File: src/rtl/rob_ring_if.sv
// Signal bundle between the reorder buffer and its neighbours: decoder issue,
// RS/LSB writeback, operand lookup, commit, store handshake and redirect.
interface rob_ring_if #(
  parameter int IDX_W = 4,
  parameter int XLEN  = 32
);
  // Decoder issue
  logic             dec_valid;
  logic [1:0]       dec_type;
  logic [4:0]       dec_rd;
  logic [XLEN-1:0]  dec_val;
  logic [XLEN-1:0]  dec_pc;
  logic [XLEN-1:0]  dec_pred;
  logic [IDX_W-1:0] alloc_id;
  logic             rob_full;
  logic             rob_empty;

  // Writeback buses
  logic             rs_valid;
  logic [IDX_W-1:0] rs_id;
  logic [XLEN-1:0]  rs_val;
  logic             lsb_valid;
  logic [IDX_W-1:0] lsb_id;
  logic [XLEN-1:0]  lsb_val;

  // Operand lookup
  logic [IDX_W-1:0] srch_id_a;
  logic [IDX_W-1:0] srch_id_b;
  logic             srch_rdy_a;
  logic             srch_rdy_b;
  logic [XLEN-1:0]  srch_val_a;
  logic [XLEN-1:0]  srch_val_b;

  // Retire side
  logic             commit_valid;
  logic [IDX_W-1:0] commit_id;
  logic [4:0]       commit_rd;
  logic [XLEN-1:0]  commit_val;
  logic             st_commit_valid;
  logic             st_commit_ready;
  logic             flush;
  logic [XLEN-1:0]  redirect_pc;
  logic             jalr_busy;

  // Environment side: decoder, RS, LSB and regfile.
  modport master (
    output dec_valid, dec_type, dec_rd, dec_val, dec_pc, dec_pred,
    output rs_valid, rs_id, rs_val, lsb_valid, lsb_id, lsb_val,
    output srch_id_a, srch_id_b, st_commit_ready,
    input  alloc_id, rob_full, rob_empty,
    input  srch_rdy_a, srch_rdy_b, srch_val_a, srch_val_b,
    input  commit_valid, commit_id, commit_rd, commit_val,
    input  st_commit_valid, flush, redirect_pc, jalr_busy
  );

  // Reorder-buffer side.
  modport slave (
    input  dec_valid, dec_type, dec_rd, dec_val, dec_pc, dec_pred,
    input  rs_valid, rs_id, rs_val, lsb_valid, lsb_id, lsb_val,
    input  srch_id_a, srch_id_b, st_commit_ready,
    output alloc_id, rob_full, rob_empty,
    output srch_rdy_a, srch_rdy_b, srch_val_a, srch_val_b,
    output commit_valid, commit_id, commit_rd, commit_val,
    output st_commit_valid, flush, redirect_pc, jalr_busy
  );
endinterface

File: src/rtl/rob_ring.sv
// Reorder buffer: in-order allocate, out-of-order writeback, in-order retire,
// operand lookup with writeback bypass, and single-cycle mispredict flush.
module rob_ring #(
  parameter int DEPTH = 16,
  parameter int IDX_W = 4,
  parameter int XLEN  = 32
) (
  input  logic      clk_in,
  input  logic      rst_in,
  input  logic      rdy_in,
  rob_ring_if.slave bus
);

  typedef enum logic [1:0] {
    ET_BR   = 2'd0,
    ET_ST   = 2'd1,
    ET_JALR = 2'd2,
    ET_RG   = 2'd3
  } entry_type_e;

  localparam logic [IDX_W:0] FULL_CNT = (IDX_W+1)'(DEPTH);

  // Per-entry state: control bits are reset, payload is not.
  logic [DEPTH-1:0] ent_valid;
  logic [DEPTH-1:0] ent_done;
  entry_type_e      ent_type [DEPTH];
  logic [4:0]       ent_rd   [DEPTH];
  logic [XLEN-1:0]  ent_val  [DEPTH];
  logic [XLEN-1:0]  ent_pred [DEPTH];

  logic [IDX_W-1:0] head;
  logic [IDX_W-1:0] tail;
  logic [IDX_W:0]   count;
  logic [IDX_W:0]   jalr_cnt;

  logic             commit_valid_q;
  logic [IDX_W-1:0] commit_id_q;
  logic [4:0]       commit_rd_q;
  logic [XLEN-1:0]  commit_val_q;
  logic             flush_q;
  logic [XLEN-1:0]  redirect_pc_q;

  entry_type_e dec_type;
  entry_type_e head_type;
  logic        head_ready;
  logic        rob_full;
  logic        retire;
  logic        mispredict;
  logic        issue;
  logic        rs_hit;
  logic        lsb_hit;
  logic        commit_now;
  logic        jalr_issue;
  logic        jalr_retire;

  assign dec_type   = entry_type_e'(bus.dec_type);
  assign head_type  = ent_type[head];
  assign head_ready = ent_valid[head] && ent_done[head];
  assign rob_full   = (count == FULL_CNT);

  // A done store at head only leaves once the LSB has taken it.
  assign retire      = rdy_in && head_ready &&
                       ((head_type != ET_ST) || bus.st_commit_ready);
  assign mispredict  = retire && (head_type == ET_BR) &&
                       (ent_val[head] != ent_pred[head]);
  assign issue       = rdy_in && bus.dec_valid && (!rob_full || retire) && !mispredict;
  assign rs_hit      = rdy_in && bus.rs_valid  && ent_valid[bus.rs_id];
  assign lsb_hit     = rdy_in && bus.lsb_valid && ent_valid[bus.lsb_id];
  assign commit_now  = retire && ((head_type == ET_RG) || (head_type == ET_JALR));
  assign jalr_issue  = issue  && (dec_type  == ET_JALR);
  assign jalr_retire = retire && (head_type == ET_JALR);

  // Control state and registered outputs.
  always_ff @(posedge clk_in or negedge rst_in) begin
    if (!rst_in) begin
      ent_valid      <= '0;
      ent_done       <= '0;
      head           <= '0;
      tail           <= '0;
      count          <= '0;
      jalr_cnt       <= '0;
      commit_valid_q <= 1'b0;
      commit_id_q    <= '0;
      commit_rd_q    <= '0;
      commit_val_q   <= '0;
      flush_q        <= 1'b0;
      redirect_pc_q  <= '0;
    end else if (rdy_in) begin
      commit_valid_q <= commit_now;
      flush_q        <= mispredict;
      if (commit_now) begin
        commit_id_q  <= head;
        commit_rd_q  <= ent_rd[head];
        commit_val_q <= ent_val[head];
      end

      if (mispredict) begin
        redirect_pc_q <= ent_val[head];
        ent_valid     <= '0;
        ent_done      <= '0;
        head          <= '0;
        tail          <= '0;
        count         <= '0;
        jalr_cnt      <= '0;
      end else begin
        if (rs_hit)  ent_done[bus.rs_id]  <= 1'b1;
        if (lsb_hit) ent_done[bus.lsb_id] <= 1'b1;
        if (retire) begin
          ent_valid[head] <= 1'b0;
          head            <= head + 1'b1;
        end
        // Issue comes last so a full-buffer reuse of the retiring slot wins.
        if (issue) begin
          ent_valid[tail] <= 1'b1;
          ent_done[tail]  <= 1'b0;
          tail            <= tail + 1'b1;
        end

        case ({issue, retire})
          2'b10:   count <= count + 1'b1;
          2'b01:   count <= count - 1'b1;
          default: count <= count;
        endcase

        case ({jalr_issue, jalr_retire})
          2'b10:   jalr_cnt <= jalr_cnt + 1'b1;
          2'b01:   jalr_cnt <= jalr_cnt - 1'b1;
          default: jalr_cnt <= jalr_cnt;
        endcase
      end
    end
  end

  // NOTE: payload storage has no reset; valid/done gate every use of it, and
  // leaving it out of the reset tree lets it map onto plain RAM/flops.
  always_ff @(posedge clk_in) begin
    if (rs_hit)  ent_val[bus.rs_id]  <= bus.rs_val;
    if (lsb_hit) ent_val[bus.lsb_id] <= bus.lsb_val;
    if (issue) begin
      ent_type[tail] <= dec_type;
      ent_rd[tail]   <= bus.dec_rd;
      ent_val[tail]  <= bus.dec_val;
      ent_pred[tail] <= bus.dec_pred;
    end
  end

  // Lookup result {rdy, val}: live LSB, then live RS, then stored entry.
  function automatic logic [XLEN:0] lookup(input logic [IDX_W-1:0] id);
    logic [XLEN:0] res;
    if (bus.lsb_valid && (bus.lsb_id == id))
      res = {1'b1, bus.lsb_val};
    else if (bus.rs_valid && (bus.rs_id == id))
      res = {1'b1, bus.rs_val};
    else
      res = {ent_valid[id] && ent_done[id], ent_val[id]};
    return res;
  endfunction

  assign {bus.srch_rdy_a, bus.srch_val_a} = lookup(bus.srch_id_a);
  assign {bus.srch_rdy_b, bus.srch_val_b} = lookup(bus.srch_id_b);

  assign bus.alloc_id        = tail;
  assign bus.rob_full        = rob_full;
  assign bus.rob_empty       = (count == '0);
  assign bus.st_commit_valid = head_ready && (head_type == ET_ST);
  assign bus.jalr_busy       = (jalr_cnt != '0);
  assign bus.commit_valid    = commit_valid_q;
  assign bus.commit_id       = commit_id_q;
  assign bus.commit_rd       = commit_rd_q;
  assign bus.commit_val      = commit_val_q;
  assign bus.flush           = flush_q;
  assign bus.redirect_pc     = redirect_pc_q;

  // Redirects come from the resolved branch value, so the issue PC is not kept.
  logic unused_dec_pc;
  assign unused_dec_pc = ^bus.dec_pc;

endmodule

File: src/flat_wrapper.sv
// flat-port wrapper written by rule: the top's interface ports become plain ports
module rob_ring_flat 
#(
  parameter int DEPTH = 16,
  parameter int IDX_W = 4,
  parameter int XLEN  = 32
)
  (clk_in, rst_in, rdy_in, bus_dec_valid, bus_dec_type, bus_dec_rd, bus_dec_val, bus_dec_pc, bus_dec_pred, bus_rs_valid, bus_rs_id, bus_rs_val, bus_lsb_valid, bus_lsb_id, bus_lsb_val, bus_srch_id_a, bus_srch_id_b, bus_st_commit_ready, bus_alloc_id, bus_rob_full, bus_rob_empty, bus_srch_rdy_a, bus_srch_rdy_b, bus_srch_val_a, bus_srch_val_b, bus_commit_valid, bus_commit_id, bus_commit_rd, bus_commit_val, bus_st_commit_valid, bus_flush, bus_redirect_pc, bus_jalr_busy);
  rob_ring_if #(.IDX_W(IDX_W), .XLEN(XLEN)) bus_i ();
  input  logic clk_in;
  input  logic rst_in;
  input  logic rdy_in;
  input wire logic [$bits(bus_i.dec_valid)-1:0] bus_dec_valid;
  input wire logic [$bits(bus_i.dec_type)-1:0] bus_dec_type;
  input wire logic [$bits(bus_i.dec_rd)-1:0] bus_dec_rd;
  input wire logic [$bits(bus_i.dec_val)-1:0] bus_dec_val;
  input wire logic [$bits(bus_i.dec_pc)-1:0] bus_dec_pc;
  input wire logic [$bits(bus_i.dec_pred)-1:0] bus_dec_pred;
  input wire logic [$bits(bus_i.rs_valid)-1:0] bus_rs_valid;
  input wire logic [$bits(bus_i.rs_id)-1:0] bus_rs_id;
  input wire logic [$bits(bus_i.rs_val)-1:0] bus_rs_val;
  input wire logic [$bits(bus_i.lsb_valid)-1:0] bus_lsb_valid;
  input wire logic [$bits(bus_i.lsb_id)-1:0] bus_lsb_id;
  input wire logic [$bits(bus_i.lsb_val)-1:0] bus_lsb_val;
  input wire logic [$bits(bus_i.srch_id_a)-1:0] bus_srch_id_a;
  input wire logic [$bits(bus_i.srch_id_b)-1:0] bus_srch_id_b;
  input wire logic [$bits(bus_i.st_commit_ready)-1:0] bus_st_commit_ready;
  output wire logic [$bits(bus_i.alloc_id)-1:0] bus_alloc_id;
  output wire logic [$bits(bus_i.rob_full)-1:0] bus_rob_full;
  output wire logic [$bits(bus_i.rob_empty)-1:0] bus_rob_empty;
  output wire logic [$bits(bus_i.srch_rdy_a)-1:0] bus_srch_rdy_a;
  output wire logic [$bits(bus_i.srch_rdy_b)-1:0] bus_srch_rdy_b;
  output wire logic [$bits(bus_i.srch_val_a)-1:0] bus_srch_val_a;
  output wire logic [$bits(bus_i.srch_val_b)-1:0] bus_srch_val_b;
  output wire logic [$bits(bus_i.commit_valid)-1:0] bus_commit_valid;
  output wire logic [$bits(bus_i.commit_id)-1:0] bus_commit_id;
  output wire logic [$bits(bus_i.commit_rd)-1:0] bus_commit_rd;
  output wire logic [$bits(bus_i.commit_val)-1:0] bus_commit_val;
  output wire logic [$bits(bus_i.st_commit_valid)-1:0] bus_st_commit_valid;
  output wire logic [$bits(bus_i.flush)-1:0] bus_flush;
  output wire logic [$bits(bus_i.redirect_pc)-1:0] bus_redirect_pc;
  output wire logic [$bits(bus_i.jalr_busy)-1:0] bus_jalr_busy;
  assign bus_i.dec_valid = bus_dec_valid;
  assign bus_i.dec_type = bus_dec_type;
  assign bus_i.dec_rd = bus_dec_rd;
  assign bus_i.dec_val = bus_dec_val;
  assign bus_i.dec_pc = bus_dec_pc;
  assign bus_i.dec_pred = bus_dec_pred;
  assign bus_i.rs_valid = bus_rs_valid;
  assign bus_i.rs_id = bus_rs_id;
  assign bus_i.rs_val = bus_rs_val;
  assign bus_i.lsb_valid = bus_lsb_valid;
  assign bus_i.lsb_id = bus_lsb_id;
  assign bus_i.lsb_val = bus_lsb_val;
  assign bus_i.srch_id_a = bus_srch_id_a;
  assign bus_i.srch_id_b = bus_srch_id_b;
  assign bus_i.st_commit_ready = bus_st_commit_ready;
  assign bus_alloc_id = bus_i.alloc_id;
  assign bus_rob_full = bus_i.rob_full;
  assign bus_rob_empty = bus_i.rob_empty;
  assign bus_srch_rdy_a = bus_i.srch_rdy_a;
  assign bus_srch_rdy_b = bus_i.srch_rdy_b;
  assign bus_srch_val_a = bus_i.srch_val_a;
  assign bus_srch_val_b = bus_i.srch_val_b;
  assign bus_commit_valid = bus_i.commit_valid;
  assign bus_commit_id = bus_i.commit_id;
  assign bus_commit_rd = bus_i.commit_rd;
  assign bus_commit_val = bus_i.commit_val;
  assign bus_st_commit_valid = bus_i.st_commit_valid;
  assign bus_flush = bus_i.flush;
  assign bus_redirect_pc = bus_i.redirect_pc;
  assign bus_jalr_busy = bus_i.jalr_busy;
  rob_ring #(.DEPTH(DEPTH), .IDX_W(IDX_W), .XLEN(XLEN)) u_core (.clk_in(clk_in), .rst_in(rst_in), .rdy_in(rdy_in), .bus(bus_i));
endmodule
File: config.mk
export PLATFORM = sky130hd
export DESIGN_NAME = rob_ring_flat
export DESIGN_NICKNAME = d
export VERILOG_FILES = /design/src/rtl/rob_ring_if.sv /design/src/rtl/rob_ring.sv /design/src/flat_wrapper.sv
export SDC_FILE = /design/constraint.sdc
export NUM_CORES = 2
export LEC_CHECK = 0
export BUFFER_PORTS_ARGS = -buffer_cell sky130_fd_sc_hd__buf_4
export CAP_MARGIN = 10
export CELL_PAD_IN_SITES_DETAIL_PLACEMENT = 0
export CELL_PAD_IN_SITES_GLOBAL_PLACEMENT = 1
export CORE_MARGIN = 1
export CORE_UTILIZATION = 53
export CTS_CLUSTER_SIZE = 25
export DETAILED_ROUTE_END_ITERATION = 10
export PLACE_DENSITY = 0.81
export SYNTH_ARGS = -nofsm -noshare
export SYNTH_HDL_FRONTEND = slang
export SYNTH_SLANG_ARGS = --single-unit
File: constraint.sdc
create_clock -name clk_in -period 6.7 [get_ports clk_in]
set_input_delay 0 -clock clk_in [delete_from_list [all_inputs] [get_ports clk_in]]
set_output_delay 0 -clock clk_in [all_outputs]
set_load 0.03 [all_outputs]
==> out/results.txt <==
YS warnings -> 0
Lkg Pwr -> 27.7 nW
delay-heaviest family, CP -> simple AND/OR/NAND/NOR gates
nets -> 4,962
DR WL/cell -> 38.7 µm
DR top layer -> met5
# DRC -> 0
synth top area cells -> edfxtp_1, mux4_2, mux2i_1
# setup viols final -> 0
Syn Nets -> 4,674
Hold Violations, Final -> 0
Initial DRC Count -> 8,202
Slowest cell on crit path -> nor2b_4
Rows -> 132
fillcell total -> 9,520
Via Count -> 49.6k
total congestion overflow -> 0
commonest non-fill, non-tap cell in the layout -> edfxtp_1
crit-path cells -> nor2b_4 -> a22oi_1 -> nand2_1 -> xor2_1 -> nor4_1 -> nand4_1 -> o21ai_4 -> buf_12 -> buf_4 -> buf_4 -> and3_4 -> buf_12 -> a22oi_1 -> dlygate4sd3_1
Multi-input gate area -> 30,100 µm²
period utilization -> 98.7%
I/O pin cnt -> 339
Syn Inst Count -> 4,467
share of layout cells above drive strength 1 -> 30.0%
P&R area growth vs syn -> 15.9%
final wirelength -> 256,000 µm
worst vdd ir -> 261 µV
critical-path maximum fanout -> 46
CP Launch Type -> register
Antenna Violating Nets Remaining -> 0
Hold WC Path Type -> in -> reg
die span in y -> 364 µm
Setup CP Type -> reg -> reg
Port Buffers -> 306
M1 WL -> 85,800 µm
status -> finished clean
WP data required -> 7.25 ns
fmax -> 151 MHz
DR WL met3 -> 36,400 µm
antenna violations before repair -> 16
Synth Register Bits -> 1,261
pin count of the biggest net entering global routing -> 112
initial core utilization -> 53.5%
max_cap viols -> 0
minimum clock period -> 6.62 ns
clock latency on the worst-skew pair -> 0.83 ns
vias in the first global route -> 48.6k
first-pass GRT wire length -> 354,000 µm
Max clock buf depth -> 3
Tot Pwr -> 0.0274 W
Tightest Pin Transition -> 1.31 ns
unrepaired setup endpoints after global routing -> no
Die Area -> 133,000 µm²
Worst-path clk slew -> 0.06 ns
Synth area leader -> edfxtp_1
Die X -> 364 µm
All-Layer GR Usage -> 38.2%
Post-Syn Area per Cell -> 15.6 µm²
DR WL met2 -> 116,000 µm
HPWL Detailed -> 142,000 µm
total negative setup slack -> 0 ns
Clock Skew -> 0.0436 ns
crit path DAT -> 7.16 ns
final max-slew violation count -> 0
CTS tree -> yes
Cell variety after synth -> 51
register area -> 37,200 µm²
Vias/cell -> 7.50
Worst Setup End Kind -> register
Root Buffer -> clkbuf_16
most frequent cells in the layout -> edfxtp_1, mux4_2, mux2i_1, a22oi_1, buf_4
H-tree levels -> 4
Cell Pwr Density -> 341 nW/µm²
core box area -> 130,000 µm²
Max-slew headroom -> 12.5%
number of clock sinks -> 1,261
number of buffers created by CTS -> 138
Seq/Total Area, Yosys -> 53.6%
Buf/Inv on CP -> 5
delay of the slowest critical-path stage -> 1.05 ns
gp weighted congestion -> 0.894
DR pass1 iterations -> 6
Post-Syn Area -> 69,500 µm²
share of the synthesized area in the top cell type -> 49.1%
-- cell type report --
cell class                      count  area share (%)
Multi-Input combinational cell   2641            37.4
Clock inverter                     75            1.09
Sequential cell                  1261            46.3
Timing Repair Buffer              683            7.83
Inverter                           30           0.140
Antenna cell                        5          0.0155
Tap cell                         1742            2.71
Clock buffer                      177            4.56
-- what timing repair did --
| item | in CTS | in global routing |
|---|---|---|
| buffers inserted | 0 | 4 |
| hold buffers | 215 | 0 |
| setup endpoints to repair | 0 | 23 |
| resized for setup | 0 | 0 |
| hold endpoints to repair | 1240 | 0 |
-- where the power goes --
part | switching (W) | internal (W)
clock | 0.00336 | 0.00439
combinational | 0.00592 | 0.00395
sequential | 0.000483 | 0.00933
total | 0.00976 | 0.0177
-- per-stage QoR --
stage | setup WS (ns) | utilization, % | hold slack, ns | area, µm² | std cells
floorplan | 1.59 | - | -0.296 | 69500 | 4467
global placement | 0.501 | 56.8 | 0.105 | 73700 | 6137
detailed placement | 0.524 | 56.8 | 0.108 | 73700 | 6137
CTS | 0.0746 | 62.0 | 0.00176 | 80500 | 6604
global route | 0.139 | 62.0 | 0.0280 | 80500 | 6611
finish | 0.0840 | 62.0 | 0.0225 | 80500 | 6614
-- routing by layer --
metal	up-vias	global-route usage [%]
met5	-	0.218
met4	18	22.1
met3	1019	11.9
met2	4420	58.5
met1	25075	48.3
li1	19067	-
-- state kept, by name, indices dropped and copies added, names as in the netlist, 5 cells and up --
signal	cells
u_core.ent_pred	512
u_core.ent_val	512
u_core.ent_rd	80
u_core.bus.commit_val	32
u_core.bus.redirect_pc	32
u_core.ent_type	32
u_core.ent_done	16
u_core.ent_valid	16
u_core.bus.commit_rd	5
u_core.count	5
u_core.jalr_cnt	5
-- path summary, 6_finish.rpt --
path / end / startpoint / slack [ns] / depth (start not counted)
max: u_core.ent_val[11][12]$_DFFE_PP_ / u_core.head[3]$_DFFE_PN0P_ / 0.08 / 14
min: u_core.ent_pred[11][19]$_DFFE_PP_ / bus_dec_pred[19] / 0.02 / 2
max reg2reg: u_core.ent_val[11][12]$_DFFE_PP_ / u_core.head[3]$_DFFE_PN0P_ / 0.08 / 14
min reg2reg: u_core.bus.commit_id[0]$_DFFE_PN0P_ / u_core.bus.commit_id[0]$_DFFE_PN0P_ / 0.49 / 2
max in group asynchronous: u_core.bus.commit_val[10]$_DFFE_PN0P_ / rst_in / 5.51 / 4
min in group asynchronous: u_core.bus.alloc_id[2]$_DFFE_PN0P_ / rst_in / 0.40 / 4
-- synthesized netlist by cell type (all sizes together) --
cell type and count:
clkbuf 300, inv 30, nand4b 3, a32oi 110
nand4 6, xor2 52, o21a 1, o21bai 1
a22oi 513, nand2 182, nand2b 11, and3 38
a31oi 1, buf 236, or3b 1, edfxtp 1136
a31o 1, o311ai 4, nor2b 134, and2 3
nor2 38, nor3b 3, mux4 636, xnor2 7
nand3 11, a22o 1, a221oi 1, a21oi 31
nor4 13, a211oi 1, dfrtp 125, mux2i 577
o31ai 1, or2 4, nor3 40, mux2 71
or3 15, ha 16, o21ai 106, fa 1
a21o 4, o211a 1, nor4b 1
-- cell families (layout without fill, tap and decap cells) --
logic type	count (synthesis)	in the layout	synth area share, %
xor gates and xnor gates	59	59	0.744
AOI/OAI and AO/OA	777	777	8.12
adders and majority gates	17	17	0.317
DFF	1261	1261	53.6
other	0	5	0
buffers and inverters	566	965	3.39
muxes	1284	1284	30.1
and+or+nand+nor	503	504	3.78
Power figures use the tool's default switching activity.
